**src/rtl/rtc_pkg.sv**
```systemverilog
// Shared definitions for the RTC bus scheduler.
//   state_t     : scheduler FSM states
//   ADDR_*      : RTC register addresses visited by a scan, in scan order
//   SCAN_LEN    : number of registers per scan
//   scan_addr() : scan index -> RTC register address
package rtc_pkg;

   typedef enum logic [2:0] {
      ST_IDLE     = 3'd0,
      ST_RD_ISSUE = 3'd1,
      ST_RD_WAIT  = 3'd2,
      ST_WR_ISSUE = 3'd3,
      ST_WR_WAIT  = 3'd4,
      ST_GAP      = 3'd5
   } state_t;

   localparam logic [7:0] ADDR_SEC   = 8'h00;
   localparam logic [7:0] ADDR_MIN   = 8'h02;
   localparam logic [7:0] ADDR_HOUR  = 8'h04;
   localparam logic [7:0] ADDR_DATE  = 8'h07;
   localparam logic [7:0] ADDR_MONTH = 8'h08;
   localparam logic [7:0] ADDR_YEAR  = 8'h09;

   localparam int unsigned SCAN_LEN  = 6;
   localparam logic [2:0]  SCAN_LAST = 3'(SCAN_LEN - 1);

   function automatic logic [7:0] scan_addr(input logic [2:0] idx);
      logic [7:0] a;
      a = ADDR_SEC;
      case (idx)
         3'd0:    a = ADDR_SEC;
         3'd1:    a = ADDR_MIN;
         3'd2:    a = ADDR_HOUR;
         3'd3:    a = ADDR_DATE;
         3'd4:    a = ADDR_MONTH;
         3'd5:    a = ADDR_YEAR;
         default: a = ADDR_SEC;
      endcase
      return a;
   endfunction

endpackage

```
**src/rtl/rtc_interval_timer.sv**
```systemverilog
// Free-running down-counter that reloads at zero and pulses o_tick for the
// cycle it sits at zero. Counts only while i_en=1.
//   i_clk, i_rst_n : clock, asynchronous active-low reset (loads LOAD_CYCLES-1)
//   i_en           : count enable
//   o_tick         : one-cycle terminal pulse, every LOAD_CYCLES enabled cycles
module rtc_interval_timer #(
   parameter int unsigned LOAD_CYCLES = 16
) (
   input  logic i_clk,
   input  logic i_rst_n,
   input  logic i_en,
   output logic o_tick
);

   localparam int unsigned CW = (LOAD_CYCLES > 2) ? $clog2(LOAD_CYCLES) : 1;
   localparam logic [CW-1:0] RELOAD = CW'(LOAD_CYCLES - 1);

   logic [CW-1:0] r_cnt;

   always_ff @(posedge i_clk or negedge i_rst_n) begin
      if (!i_rst_n) begin
         r_cnt <= RELOAD;
      end else if (i_en) begin
         r_cnt <= (r_cnt == '0) ? RELOAD : r_cnt - 1'b1;
      end
   end

   assign o_tick = i_en && (r_cnt == '0);

endmodule

```
**src/rtl/rtc_bus_scheduler.sv**
```systemverilog
// Arbitrates the shared RTC bus between the read and write cycle engines.
// Periodically scans six timekeeping registers into a time shadow and slots
// user writes in between individual reads; a watchdog bounds every wait.
//   i_clk, i_rst_n         : clock, asynchronous active-low reset
//   i_enable               : scheduler enable
//   i_wr_req/addr/data     : user write request (level, held until o_wr_ack)
//   o_wr_ack               : one-cycle pulse, write finished or aborted
//   o_rd_start, i_rd_end   : read engine start / done, i_rd_data_in valid with done
//   o_wr_start, i_wr_end   : write engine start / done
//   o_bus_sel              : 0 = read engine owns bus, 1 = write engine
//   o_addr_out/o_wdata_out : address / write data to the bus mux
//   o_time_we/idx/data     : time shadow write port
//   o_scan_done            : one-cycle pulse with the last shadow write of a scan
//   o_timeout_err, i_err_clr : sticky watchdog flag and its clear
module rtc_bus_scheduler
   import rtc_pkg::*;
#(
   parameter int unsigned REFRESH_CYCLES = 1000000,
   parameter int unsigned GAP_CYCLES     = 4,
   parameter int unsigned TIMEOUT_CYCLES = 255
) (
   input  logic       i_clk,
   input  logic       i_rst_n,
   input  logic       i_enable,
   input  logic       i_wr_req,
   input  logic [7:0] i_wr_addr,
   input  logic [7:0] i_wr_data,
   output logic       o_wr_ack,
   output logic       o_rd_start,
   input  logic       i_rd_end,
   input  logic [7:0] i_rd_data_in,
   output logic       o_wr_start,
   input  logic       i_wr_end,
   output logic       o_bus_sel,
   output logic [7:0] o_addr_out,
   output logic [7:0] o_wdata_out,
   output logic       o_time_we,
   output logic [2:0] o_time_idx,
   output logic [7:0] o_time_data,
   output logic       o_scan_done,
   output logic       o_timeout_err,
   input  logic       i_err_clr
);

   localparam int unsigned GW = (GAP_CYCLES > 1) ? $clog2(GAP_CYCLES) : 1;
   localparam int unsigned WW = $clog2(TIMEOUT_CYCLES);
   localparam logic [GW-1:0] GAP_LAST = GW'(GAP_CYCLES - 1);
   localparam logic [WW-1:0] WD_LAST  = WW'(TIMEOUT_CYCLES - 1);

   state_t      r_state;
   state_t      w_next;
   logic [2:0]  r_idx;
   logic        r_pending;
   logic [GW-1:0] r_gap;
   logic [WW-1:0] r_wdog;
   logic        r_bus_sel;
   logic [7:0]  r_addr;
   logic [7:0]  r_wdata;
   logic        r_time_we;
   logic [2:0]  r_time_idx;
   logic [7:0]  r_time_data;
   logic        r_scan_done;
   logic        r_wr_ack;
   logic        r_err;

   logic w_tick;
   logic w_timeout;
   logic w_rd_done;
   logic w_rd_abort;
   logic w_wr_fin;
   logic w_gap_done;
   logic w_last;

   rtc_interval_timer #(
      .LOAD_CYCLES(REFRESH_CYCLES)
   ) u_refresh (
      .i_clk  (i_clk),
      .i_rst_n(i_rst_n),
      .i_en   (i_enable),
      .o_tick (w_tick)
   );

   // An end pulse landing on the final watchdog cycle counts as completion.
   assign w_timeout  = (r_wdog == WD_LAST) &&
                       (((r_state == ST_RD_WAIT) && !i_rd_end) ||
                        ((r_state == ST_WR_WAIT) && !i_wr_end));
   assign w_rd_done  = (r_state == ST_RD_WAIT) && i_rd_end;
   assign w_rd_abort = (r_state == ST_RD_WAIT) && w_timeout;
   assign w_wr_fin   = (r_state == ST_WR_WAIT) && (i_wr_end || w_timeout);
   assign w_gap_done = (r_state == ST_GAP) && (r_gap == GAP_LAST);
   assign w_last     = (r_idx == SCAN_LAST);

   always_comb begin
      w_next = r_state;
      unique case (r_state)
         ST_IDLE: begin
            if (i_enable) begin
               if (i_wr_req)       w_next = ST_WR_ISSUE;
               else if (r_pending) w_next = ST_RD_ISSUE;
            end
         end
         ST_RD_ISSUE: w_next = ST_RD_WAIT;
         ST_RD_WAIT:  if (i_rd_end || w_timeout) w_next = ST_GAP;
         ST_WR_ISSUE: w_next = ST_WR_WAIT;
         ST_WR_WAIT:  if (i_wr_end || w_timeout) w_next = ST_GAP;
         ST_GAP: begin
            if (w_gap_done) begin
               if (!i_enable)      w_next = ST_IDLE;
               else if (i_wr_req)  w_next = ST_WR_ISSUE;
               else if (r_pending) w_next = ST_RD_ISSUE;
               else                w_next = ST_IDLE;
            end
         end
         default: w_next = ST_IDLE;
      endcase
   end

   always_ff @(posedge i_clk or negedge i_rst_n) begin
      if (!i_rst_n) begin
         r_state     <= ST_IDLE;
         r_idx       <= '0;
         r_pending   <= 1'b0;
         r_gap       <= '0;
         r_wdog      <= '0;
         r_bus_sel   <= 1'b0;
         r_addr      <= '0;
         r_wdata     <= '0;
         r_time_we   <= 1'b0;
         r_time_idx  <= '0;
         r_time_data <= '0;
         r_scan_done <= 1'b0;
         r_wr_ack    <= 1'b0;
         r_err       <= 1'b0;
      end else begin
         r_state <= w_next;

         r_wdog <= ((r_state == ST_RD_WAIT) || (r_state == ST_WR_WAIT)) ? r_wdog + 1'b1 : '0;
         r_gap  <= (r_state == ST_GAP) ? r_gap + 1'b1 : '0;

         if (w_rd_done)       r_idx <= w_last ? '0 : r_idx + 1'b1;
         else if (w_rd_abort) r_idx <= '0;

         // A tick while a scan is pending or running is simply absorbed.
         if ((w_rd_done && w_last) || w_rd_abort) r_pending <= 1'b0;
         else if (w_tick)                         r_pending <= 1'b1;

         // Bus-facing registers only move when an issue state is entered.
         if (w_next == ST_RD_ISSUE) begin
            r_bus_sel <= 1'b0;
            r_addr    <= scan_addr(r_idx);
         end else if (w_next == ST_WR_ISSUE) begin
            r_bus_sel <= 1'b1;
            r_addr    <= i_wr_addr;
            r_wdata   <= i_wr_data;
         end

         r_time_we   <= w_rd_done;
         r_scan_done <= w_rd_done && w_last;
         if (w_rd_done) begin
            r_time_idx  <= r_idx;
            r_time_data <= i_rd_data_in;
         end

         r_wr_ack <= w_wr_fin;

         if (w_timeout)      r_err <= 1'b1;
         else if (i_err_clr) r_err <= 1'b0;
      end
   end

   assign o_rd_start    = (r_state == ST_RD_ISSUE);
   assign o_wr_start    = (r_state == ST_WR_ISSUE);
   assign o_wr_ack      = r_wr_ack;
   assign o_bus_sel     = r_bus_sel;
   assign o_addr_out    = r_addr;
   assign o_wdata_out   = r_wdata;
   assign o_time_we     = r_time_we;
   assign o_time_idx    = r_time_idx;
   assign o_time_data   = r_time_data;
   assign o_scan_done   = r_scan_done;
   assign o_timeout_err = r_err;

endmodule

```
**config.mk**
```make
export PLATFORM = sky130hd
export DESIGN_NAME = rtc_bus_scheduler
export DESIGN_NICKNAME = d
export VERILOG_FILES = /design/src/rtl/rtc_pkg.sv /design/src/rtl/rtc_interval_timer.sv /design/src/rtl/rtc_bus_scheduler.sv
export SDC_FILE = /design/constraint.sdc
export NUM_CORES = 1
export LEC_CHECK = 0
export ABC_CLOCK_PERIOD_IN_PS = 2600
export CORE_MARGIN = 1
export CORE_UTILIZATION = 51
export CTS_CLUSTER_DIAMETER = 100
export DETAILED_ROUTE_END_ITERATION = 10
export PLACE_DENSITY = 0.79
export SYNTH_ARGS = -nofsm -noshare
export SYNTH_HDL_FRONTEND = slang
export SYNTH_HIERARCHICAL = 1
export SYNTH_SLANG_ARGS = --single-unit
```
**constraint.sdc**
```tcl
create_clock -name i_clk -period 2.6 [get_ports i_clk]
set_clock_uncertainty 0.1 [all_clocks]
set_input_delay 0.52 -clock i_clk [delete_from_list [all_inputs] [get_ports i_clk]]
set_output_delay 0.52 -clock i_clk [all_outputs]
set_load 0.03 [all_outputs]
```
; Yosys cells after proc, flatten, opt, wreduce, memory -nomap -nowiden
; Index checks and enable logic that the tools add are counted.
[word_totals]
n_memories = 0
reg_bits = 69
in_bits = 31
word_cells = 82
out_inout_bits = 34
rom_bits = 0
latch_bits = 0
ram_bits = 0
[classes]
muxes = 25
multipliers = 0
n_div = 0
add_sub_neg = 4
n_eq_ne = 14
shifts = 0
order_cmp = 0
bitwise_logic = 1
reduce_logical = 23
[op_table]
columns = operator, n
row1 = two-way mux 3 bit, 9
row2 = two-way mux 8 bit, 3
row3 = zero test 20 bit, 1
row4 = two-way mux 20 bit, 1
row5 = one-hot mux 4 bit (5 select lines), 1
row6 = "subtractor 20 x 1 -> 20 bit, second input constant", 1
row7 = one-hot mux 3 bit (6 select lines), 1
row8 = "equality test 3 x 2 -> 1 bit, second input constant", 5
row9 = "equality test 3 bit, second input constant", 4
row10 = "equality test 3 x 1 -> 1 bit, second input constant", 3
row11 = logical AND 1 bit, 9
row12 = "adder 8 x 1 -> 8 bit, second input constant", 1
row13 = "equality test 8 bit, second input constant", 1
row14 = nonzero test 2 bit, 4
row15 = two-way mux 1 bit, 7
row16 = two-way mux 2 bit, 3
row17 = logical OR 1 bit, 5
row18 = "adder 3 x 1 -> 3 bit, second input constant", 1
row19 = zero test 3 bit, 1
row20 = "adder 2 x 1 -> 2 bit, second input constant", 1
row21 = "equality test 2 bit, second input constant", 1
row22 = zero test 1 bit, 2
row23 = AND reduction 2 bit, 1
row24 = inverter 1 bit, 1

; Depth between registers and ports, before layout
; Gate-level depths: netlist (run 1).
[logic_depth]
depth_word = 10
mapped_depth = 8
depth_no_buf = 8

; Cells and area by module
; The synthesis (run 1) kept the hierarchy.
[by_module_without_submodules]
columns = module, cells_per_inst, seq_area_each_um2, n_inst, area_per_inst_um2
row1 = rtc_bus_scheduler, 182, 1226.2, 1, 2193.4
row2 = rtc_interval_timer, 104, 515.5, 1, 1079.8

; Least setup slack after synthesis (run 1)
; OpenSTA, ideal clock, no wires.
[synth_path]
path_type = register -> register
startpoint = register r_gap[0]
endpoint = register r_addr[2] (netlist: o_addr_out[2])
setup_time_ns = 0.125
arrival_time_ns = 1.748
stages_incl_launch_ff = 7
path_buffers = 0
synth_period_minus_slack_ns = 1.973
slack_ns = 0.627
t_required_ns = 2.375
path_cell_list = dfrtp_1 > ha_1 > a21boi_1 > o21ba_2 > a2bb2oi_4 > mux2_2 > mux2_2
[synth_between]
elab_chain_cells = 6
elab_cells_between_ends = 8
classes_between = 3 x eq/ne / 3 x mux / 2 x reduce/logical
[synth_rtl]
columns = element, line
row1 = "start, declared", rtc_bus_scheduler.sv:54  ; logic [GW-1:0] r_gap;
row2 = "start signal, assigned", rtc_bus_scheduler.sv:138  ; r_gap <= (r_state == ST_GAP) ? r_gap + 1'b1 : '0;
row3 = equality test 2 bit (*), rtc_bus_scheduler.sv:90  ; assign w_gap_done = (r_state == ST_GAP) && (r_gap == GAP_LAST);
row4 = logical AND 1 bit (*), rtc_bus_scheduler.sv:90
row5 = two-way mux 3 bit (*), rtc_bus_scheduler.sv:107  ; if (w_gap_done) begin
row6 = one-hot mux 3 bit (6 select lines) (*), rtc_bus_scheduler.sv:95  ; unique case (r_state)
row7 = equality test 3 x 1 -> 1 bit / equality test 3 x 2 -> 1 bit (equally long branches), "rtc_bus_scheduler.sv:148, rtc_bus_scheduler.sv:151"
row8 = two-way mux 8 bit / nonzero test 2 bit (equally long branches), n/a
row9 = "end signal, assigned", rtc_bus_scheduler.sv:150  ; r_addr <= scan_addr(r_idx);
row10 = "end signal, assigned", rtc_bus_scheduler.sv:153  ; r_addr <= i_wr_addr;
row11 = "end, declared", rtc_bus_scheduler.sv:57  ; logic [7:0] r_addr;
; Every way passes the cells marked *; elsewhere a longest branch is shown, timed or not.
; A chain may end at the register's enable or synchronous reset.

; Worst setup path after layout (run 1)
[layout_path]
startpoint = register r_state[0]
endpoint = output port o_wr_start
[layout_between]
elab_chain_cells = 1
[layout_rtl]
columns = element, line
row1 = "start, declared", rtc_bus_scheduler.sv:50  ; state_t r_state;
row2 = "start signal, assigned", rtc_bus_scheduler.sv:135  ; r_state <= w_next;
row3 = equality test 3 x 2 -> 1 bit, rtc_bus_scheduler.sv:172  ; assign o_wr_start = (r_state == ST_WR_ISSUE);
row4 = "end, declared", rtc_bus_scheduler.sv:32  ; output logic o_wr_start,
; Every way passes these cells.

==> qor.csv, run 1 <==
metric,value,unit
hold_path_class,in -> async,
wl_met2,3.43,mm
cts_tree,yes,
p_sw,2.04,mW
multi_input_area,1460,um2
path_buf_inv,1,
switching_share,41.0,%
overflow,0,
fin_ws,0.144,ns
wire_per_inst,15.1,um
placed_area,4030,um2
routed_wl,6.68,mm
synth-edff-count,0,
p_clk_share,15.4,%
layout_common_cells,"clkdlybuf4s50_1, dfrtp_1, nor2_1",
endpoint_kind,primary output,
layout-drive-gt1-share,19.7,%
start_util,54.0,%
area.sequential,1740,um2
diodes,0,
fill_cells,455,
vias,2409,
p_total,4.98,mW
htreeDepth,3,
period_share,94.5,%
grt_usage,22.2,%
finalNetCount,398,
fmax,407,MHz
cts_sinks,69,
status,"finished, final reports clean",
layout_commonest_cell,clkdlybuf4s50_1,
vias_per_cell,5.46,
place_ws,0.0807,ns
synth.distinct_cells,50,
synth_flop_cell,dfrtp_1,
rsz0062_at_grt,false,
wl_met3,331,um
cp_max_fo,9,
routabilityCongestion,0.787,
drt-pass1-iter-count,4,
dp_hpwl,4.66,mm
postCtsSetupRepairBufs,0,
antenna_left,0,
tightest_slew,0.592,ns
syn_area,3270,um2
setup_violations,0,
cts_buffers,9,
num_rows,28,
cts_resized,0,
ys_ff_latch,69,
relSlewSlack,60.2,%
drt_iter0_drc,89,
yosysSeqAreaShare,53.2,%
cts-root-buf,clkbuf_8,
finalCriticalPeriod,2.46,ns
ys_warn_count,6,
syn_area_per_cell,11.4,um2
pwr-share-comb,44.9,%
cts_buffer_depth,2,
crit_chain,"nor2b_2, and2_1, clkdlybuf4s50_1",
area_delta_synth_final,28.7,%
die_w,82.1,um
crit_path_start_kind,register,
die_area,6740,um2
grt_pass1_vias,2297,
critPathSlowestCell,clkdlybuf4s50_1,
cpPeakStageDelay,0.66,ns
grt_pass1_wl,11.1,mm
ir_worst_vdd,0.769,mV
cp_data_arrival_time,1.84,ns
seqPwrFrac,39.7,%
io_buffers,64,
async_flop_share,100,%
holdBufCountCts,0,
core,6060,um2
cp.required,1.98,ns
drt-met1-wl,2.85,mm
insertion_delay,0.34,ns
clk_pin_slew,0.08,ns
die_h,82.1,um
hold_violations,0,
ioPinCount,65,
grt_antenna_before_repair,0,
path_class,reg -> out,
synthCells,286,
cp_top_family,buffers and inverters,
synth_nets,323,
cell_internal_pwr,2.94,mW
leakagePower,1.83,nW
setup_tns,0,ns
drc_errors,0,
power_density,1180,nW/um2
grt_max_degree,70,
highest_layer,met4,
drv_slew,0,
fin_area,4210,um2
max_cap_violations,0,
[synth_stat cells, drive strengths merged (3+ instances only)]
| cell | count | share of area (%) |
|---|---|---|
| and2 | 5 | 0.96 |
| and3 | 5 | 0.96 |
| buf | 6 | 1.1 |
| dfrtp | 57 | 44 |
| dfstp | 12 | 9.6 |
| ha | 6 | 2.3 |
| inv | 9 | 1.0 |
| mux2 | 25 | 8.6 |
| mux2i | 4 | 1.2 |
| nand2 | 22 | 2.5 |
| nand2b | 5 | 0.96 |
| nand3 | 10 | 1.5 |
| nand4 | 7 | 1.8 |
| nor2 | 29 | 3.6 |
| nor2b | 3 | 0.65 |
| nor3 | 4 | 0.61 |
| nor4 | 5 | 1.6 |
| nor4b | 4 | 1.5 |
| o21ai | 12 | 1.8 |
| o31ai | 8 | 1.8 |
| xnor2 | 6 | 1.6 |
| xor2 | 15 | 4.0 |
[worst reg2reg max path, delay by kind of cell (launching register included)]
| family | cells | cell delay, ns |
|---|---|---|
| and+or+nand+nor | 2 | 0.43 |
| adders and majority gates | 1 | 0.19 |
| DFF | 1 | 0.43 |
| buffers and inverters | 1 | 0.06 |
| AOI/OAI and AO/OA | 2 | 0.49 |
| muxes | 1 | 0.37 |
[flip-flops by register name, indices dropped and copies added, names as in the netlist, 2 cells and up]
| signal | cells |
|---|---|
| r_gap | 2 |
| r_state | 3 |
| o_time_data | 8 |
| u_refresh/r_cnt | 20 |
| r_idx | 3 |
| o_time_idx | 3 |
| o_addr_out | 8 |
| r_wdog | 8 |
| o_wdata_out | 8 |
[layout make-up]
type	count	area share (%)
Clock buffer	9	2.94
Clock inverter	7	1.25
Multi-Input combinational cell	200	34.5
Tap cell	75	2.23
Timing Repair Buffer	72	16.9
Sequential cell	69	41.4
Inverter	9	0.802
[metrics by stage]
step	std cells	hold WS [ns]	utilization (%)
after floorplan	286	0.124	-
after global placement	425	0.322	66.5
after detailed placement	425	0.337	66.5
after CTS	441	0.0959	69.4
after global routing	441	0.120	69.5
final	441	0.0865	69.5
[power by group through the flow]
stage / clock network, mW / registers, mW / logic (mW)
final: 0.768 / 1.98 / 2.24
after global routing: 0.837 / 2.04 / 2.44
after CTS: 0.791 / 1.97 / 2.26
after detailed placement: 0 / 1.98 / 2.23
after global placement: 0 / 1.97 / 2.18
after floorplan: 0 / 2.29 / 1.12
[routing by layer]
layer	GRT usage, %	vias up
met5	0	-
met4	7.02	0
met2	36.6	62
li1	-	1164
met3	6.70	8
met1	28.0	1175
[cell families (layout without fill, tap and decap cells)]
group,count (synthesis),count (layout),synth area share (%)
AND/OR/NAND/NOR,109,109,19.2
buffers and inverters,17,97,2.33
AO/OA/AOI/OAI,35,35,7.57
XOR/XNOR,21,21,5.62
flip-flops,69,69,53.2
multiplexers,29,29,9.82
adder cells (fa/ha/maj),6,6,2.29
[worst paths after layout]
check	from	end	slack, ns	cells past startpoint
setup reg to reg	r_wdog[0]$_DFF_PN0_	o_addr_out[0]$_DFFE_PN0P_	0.41	7
max in group asynchronous	i_rst_n	u_refresh/r_cnt[4]$_DFFE_PN1P_	1.97	2
min in group i_clk	r_gap[0]$_DFF_PN0_	r_gap[0]$_DFF_PN0_	0.34	1
hold / removal	i_rst_n	r_wdog[4]$_DFF_PN0_	0.09	2
setup / recovery	r_state[0]$_DFF_PN0_	o_wr_start	0.14	3
hold reg to reg	r_gap[0]$_DFF_PN0_	r_gap[0]$_DFF_PN0_	0.34	1
Power figures use the tool's default switching activity.
==> run 2: changes to the inputs <==
--- a/config.mk
+++ b/config.mk
@@ -5,12 +5,14 @@
 export SDC_FILE = /design/constraint.sdc
 export NUM_CORES = 1
 export LEC_CHECK = 0
+export ABC_AREA = 1
 export ABC_CLOCK_PERIOD_IN_PS = 2600
 export CORE_MARGIN = 1
-export CORE_UTILIZATION = 51
+export CORE_UTILIZATION = 52
 export CTS_CLUSTER_DIAMETER = 100
 export DETAILED_ROUTE_END_ITERATION = 10
 export PLACE_DENSITY = 0.79
+export SLEW_MARGIN = 20
 export SYNTH_ARGS = -nofsm -noshare
 export SYNTH_HDL_FRONTEND = slang
 export SYNTH_HIERARCHICAL = 1
==> qor.csv, run 2 <==
metric,value,unit
drt-pass1-iter-count,4,
grt_pass1_wl,13.4,mm
ioPinCount,65,
synth_compound_area_share,3.74,%
holdBufCountCts,0,
cts_tree,yes,
grt_antenna_before_repair,0,
cts_buffers,9,
overflow,0,
diodes,0,
cts-root-buf,clkbuf_8,
ir_worst_vdd,0.688,mV
path_buf_inv,1,
reg2reg_to,o_addr_out[2]$_DFFE_PN0P_,
cts_sinks,69,
synthXorXnorAreaFrac,1.49,%
synthTopCellsByArea,"dfrtp_1, nand2_1, dfstp_2",
cp_data_arrival_time,1.82,ns
synthSimpleGateAreaFrac,35.8,%
r2r_start,r_wdog[0]$_DFF_PN0_,
finalNetCount,534,
finalCriticalPeriod,2.44,ns
r2r_slack,0.61,ns
async_flop_share,100,%
tightest_slew,0.359,ns
grt_usage,23.9,%
hold_path_class,in -> async,
layout_common_cells,"nand2_1, clkdlybuf4s50_1, dfrtp_1",
num_rows,29,
core,6420,um2
cp_top_family,buffers and inverters,
synth_top_family_by_area,simple AND/OR/NAND/NOR gates,
status,"finished, final reports clean",
yosysMostFrequentCell,nand2_1,
synthMuxAreaShare,0,%
yosys-top-cells-count,"nand2_1, dfrtp_1, nor2_1",
drc_errors,0,
rsz0062_at_grt,false,
synthAdderAreaFrac,2.14,%
start_util,54.7,%
insertion_delay,0.35,ns
regMostFlops,u_refresh/r_cnt,
yosysSeqAreaShare,49.5,%
routed_wl,7.61,mm
largest_reg_flops,20,
area_delta_synth_final,26.7,%
layout-drive-gt1-share,13.9,%
die_area,7090,um2
clk_pin_slew,0.08,ns
fmax,409,MHz
antenna_left,0,
die_h,84.2,um
rr_worst_depth,11,
critPathSlowestCell,clkdlybuf4s50_1,
vias_per_cell,5.13,
htreeDepth,3,
hold_violations,0,
cpPeakStageDelay,0.73,ns
fin_area,4460,um2
drv_slew,0,
synth-edff-count,0,
syn_area_per_cell,8.23,um2
postCtsSetupRepairBufs,0,
routabilityCongestion,0.882,
wire_per_inst,13.1,um
io_buffers,64,
endpoint_kind,primary output,
path_class,reg -> out,
ys_warn_count,6,
syn_area,3520,um2
placed_area,4220,um2
power_density,1070,nW/um2
crit_chain,"nor3_1, clkdlybuf4s50_1",
grt_max_degree,70,
dp_hpwl,5.54,mm
leakagePower,2.24,nW
synth_area_leader_cell,dfrtp_1,
layout_commonest_cell,nand2_1,
period_share,94.0,%
synthCells,427,
vias,2970,
die_w,84.2,um
synth.distinct_cells,38,
synth_flop_cell,dfrtp_1,
cts_buffer_depth,2,
yosysTopAreaCellShare,40.6,%
ys_ff_latch,69,
setup_violations,0,
drt_iter0_drc,146,
grt_pass1_vias,2944,
crit_path_start_kind,register,
cts_resized,0,
cp_max_fo,8,
max_cap_violations,0,
relSlewSlack,76.0,%
synth_nets,464,
setup_tns,0,ns
cp.required,1.98,ns
[run 2: worst max path at each step]
stage | from | end | depth (start not counted)
floorplan | r_state[2]$_DFF_PN0_ | o_rd_start | 2
global placement | i_enable | o_wdata_out[0]$_DFFE_PN0P_ | 8
detailed placement | i_rd_end | o_wdata_out[0]$_DFFE_PN0P_ | 9
CTS | r_state[2]$_DFF_PN0_ | o_rd_start | 2
global route | r_state[2]$_DFF_PN0_ | o_rd_start | 2
finish | r_state[2]$_DFF_PN0_ | o_rd_start | 2
[run 2: kinds of logic after synthesis]
logic type      after synthesis
compound gates               21
xor+xnor                      6
fa+ha+maj                     6
buf+inv                      60
flops                        69
simple gates                265
[run 2: cell type report]
| type | instances | area, um2 |
|---|---|---|
| Multi-Input combinational cell | 298 | 1520 |
| Clock inverter | 6 | 93.8 |
| Clock buffer | 10 | 138 |
| Sequential cell | 69 | 1740 |
| Timing Repair Buffer | 67 | 671 |
| Fill cell | 523 | 1970 |
| Tap cell | 77 | 96.3 |
| Inverter | 52 | 198 |
[run 2: through the flow]
step                hold slack (ns)  cells  worst slack (ns)  utilization, %  total power, mW
floorplan                     0.124    427             0.788               -             3.08
global placement              0.321    563             0.362            65.8             3.70
detailed placement            0.339    563             0.283            65.8             3.78
CTS                          0.0887    579             0.131            69.4             4.81
global route                 0.0853    579            0.0811            69.4             5.09
finish                       0.0755    579             0.155            69.4             4.77
[run 2: layer usage]
metal  wire [um]  GRT usage, %  vias to the layer above
met4         104          7.68                        0
met5           0             0                        -
met2        3630          39.2                       71
li1            -             -                     1486
met3         375          5.90                       10
met1        3500          31.4                     1403
[run 2: where the power goes]
group          switching (mW)  total [mW]  leakage, nW  internal (mW)
registers               0.267        1.71        0.854           1.44
clock network           0.435        1.01        0.113          0.575
logic                    1.30        2.05         1.27          0.751
==> run 3: changes to the inputs <==
--- a/config.mk
+++ b/config.mk
@@ -9,9 +9,9 @@
 export ABC_CLOCK_PERIOD_IN_PS = 2600
 export CORE_MARGIN = 1
 export CORE_UTILIZATION = 52
-export CTS_CLUSTER_DIAMETER = 100
 export DETAILED_ROUTE_END_ITERATION = 10
-export PLACE_DENSITY = 0.79
+export MAX_ROUTING_LAYER = met4
+export PLACE_DENSITY_LB_ADDON = 0.1
 export SLEW_MARGIN = 20
 export SYNTH_ARGS = -nofsm -noshare
 export SYNTH_HDL_FRONTEND = slang
==> qor.csv, run 3 (synthesized netlist as in run 2, its figures left out) <==
metric,value,unit
die_w,84.2,um
r2r_start,r_wdog[0]$_DFF_PN0_,
clk_pin_slew,0.08,ns
die_h,84.2,um
finalNetCount,534,
routabilityCongestion,0.894,
fin_ws,0.172,ns
start_util,54.7,%
die_area,7090,um2
fmax,412,MHz
relSlewSlack,61.1,%
cts_sinks,69,
grt_pass1_wl,12.8,mm
cpPeakStageDelay,0.68,ns
overflow,0,
crit_chain,"nor2_2, nand2_1, inv_1, clkdlybuf4s50_1",
period_share,93.4,%
fill_cells,529,
wire_per_inst,12.7,um
ioPinCount,65,
cts-root-buf,clkbuf_8,
grt_antenna_before_repair,0,
core,6420,um2
status,"finished, final reports clean",
power_density,1050,nW/um2
layout-drive-gt1-share,13.7,%
setup_violations,0,
hold_path_class,in -> async,
layout_common_cells,"nand2_1, clkdlybuf4s50_1, dfrtp_1",
cp_max_fo,8,
endpoint_kind,primary output,
cts_tree,yes,
rsz0062_at_grt,false,
leakagePower,2.23,nW
grt_usage,23.5,%
vias,2995,
cts_buffer_depth,2,
hold_violations,0,
antenna_left,0,
grt_pass1_vias,2849,
ir_worst_vdd,0.775,mV
area_delta_synth_final,25.9,%
layout_commonest_cell,nand2_1,
place_ws,0.273,ns
grt_max_degree,45,
cp_data_arrival_time,1.81,ns
drt-pass1-iter-count,4,
holdBufCountCts,0,
cts_buffers,9,
crit_path_start_kind,register,
cp.required,1.98,ns
startpoint,r_state[2]$_DFF_PN0_,
area.sequential,1740,um2
path_class,reg -> out,
multi_input_area,1520,um2
drc_errors,0,
routed_wl,7.34,mm
dp_hpwl,5.31,mm
diodes,0,
placed_area,4220,um2
max_cap_violations,0,
drt_iter0_drc,142,
critPathSlowestCell,clkdlybuf4s50_1,
postCtsSetupRepairBufs,0,
setup_tns,0,ns
hold_ws,0.0619,ns
regMostFlops,u_refresh/r_cnt,
fin_area,4430,um2
num_rows,29,
tightest_slew,0.584,ns
largest_reg_flops,20,
insertion_delay,0.35,ns
htreeDepth,3,
cts_resized,0,
drv_slew,0,
io_buffers,64,
finalCriticalPeriod,2.43,ns
vias_per_cell,5.17,
-- run 3: changes by cell type in the layout (fill, tap and decap cells not counted), sizes merged --
| cell | change |
|---|---|
| bufinv | -1 |
| inv | -2 |
| clkinv | +2 |
| clkbuf | +1 |
-- run 3: area by class of cell --
class | count | share of cell area, %
sequential | 69 | 39.4
multi-input combinational | 298 | 34.3
timing repair buffer | 67 | 15.2
inverter | 52 | 4.47
clock buffer | 11 | 3.19
tap | 77 | 2.18
clock inverter | 5 | 1.36
-- run 3: final timing paths --
path | end | cells after the start | slack [ns]
worst min register to register | r_gap[0]$_DFF_PN0_ | 1 | 0.33
min in group i_clk | r_gap[0]$_DFF_PN0_ | 1 | 0.33
worst min-delay path | u_refresh/r_cnt[12]$_DFFE_PN0P_ | 1 | 0.06
max in group asynchronous | u_refresh/r_cnt[18]$_DFFE_PN1P_ | 2 | 1.65
worst max register to register | o_addr_out[1]$_DFFE_PN0P_ | 11 | 0.59
worst max-delay path | o_wr_start | 4 | 0.17
-- run 3: power by group --
part           leakage (nW)  switching [mW]  internal [mW]  total (mW)
registers             0.854           0.252           1.44        1.70
logic                  1.27            1.30          0.751        2.05
clock network        0.0995           0.415          0.471       0.886
-- run 3: worst max-delay path, delay by kind of cell, from the launching register on --
family / cells / cell delay (ns)
buffers and inverters: 2 / 0.75
flip-flops: 1 / 0.49
AND/OR/NAND/NOR: 2 / 0.23
-- run 3: metrics by stage --
stage | utilization, % | instances | power, mW
6_report | 68.9 | 579 | 4.63
5_1_grt | 68.9 | 579 | 4.95
4_1_cts | 68.9 | 579 | 4.66
3_5_place_dp | 65.8 | 563 | 3.76
3_3_place_gp | 65.8 | 563 | 3.72
2_1_floorplan | - | 427 | 3.08
-- run 3: per-layer routing --
layer  up-vias  GRT usage (%)  share of wire, %
met5         -              -                 0
met4         0           11.4               1.9
met3        14           5.90               5.7
met2        76           36.0                48
met1      1413           29.2                44
li1       1492              -                 -
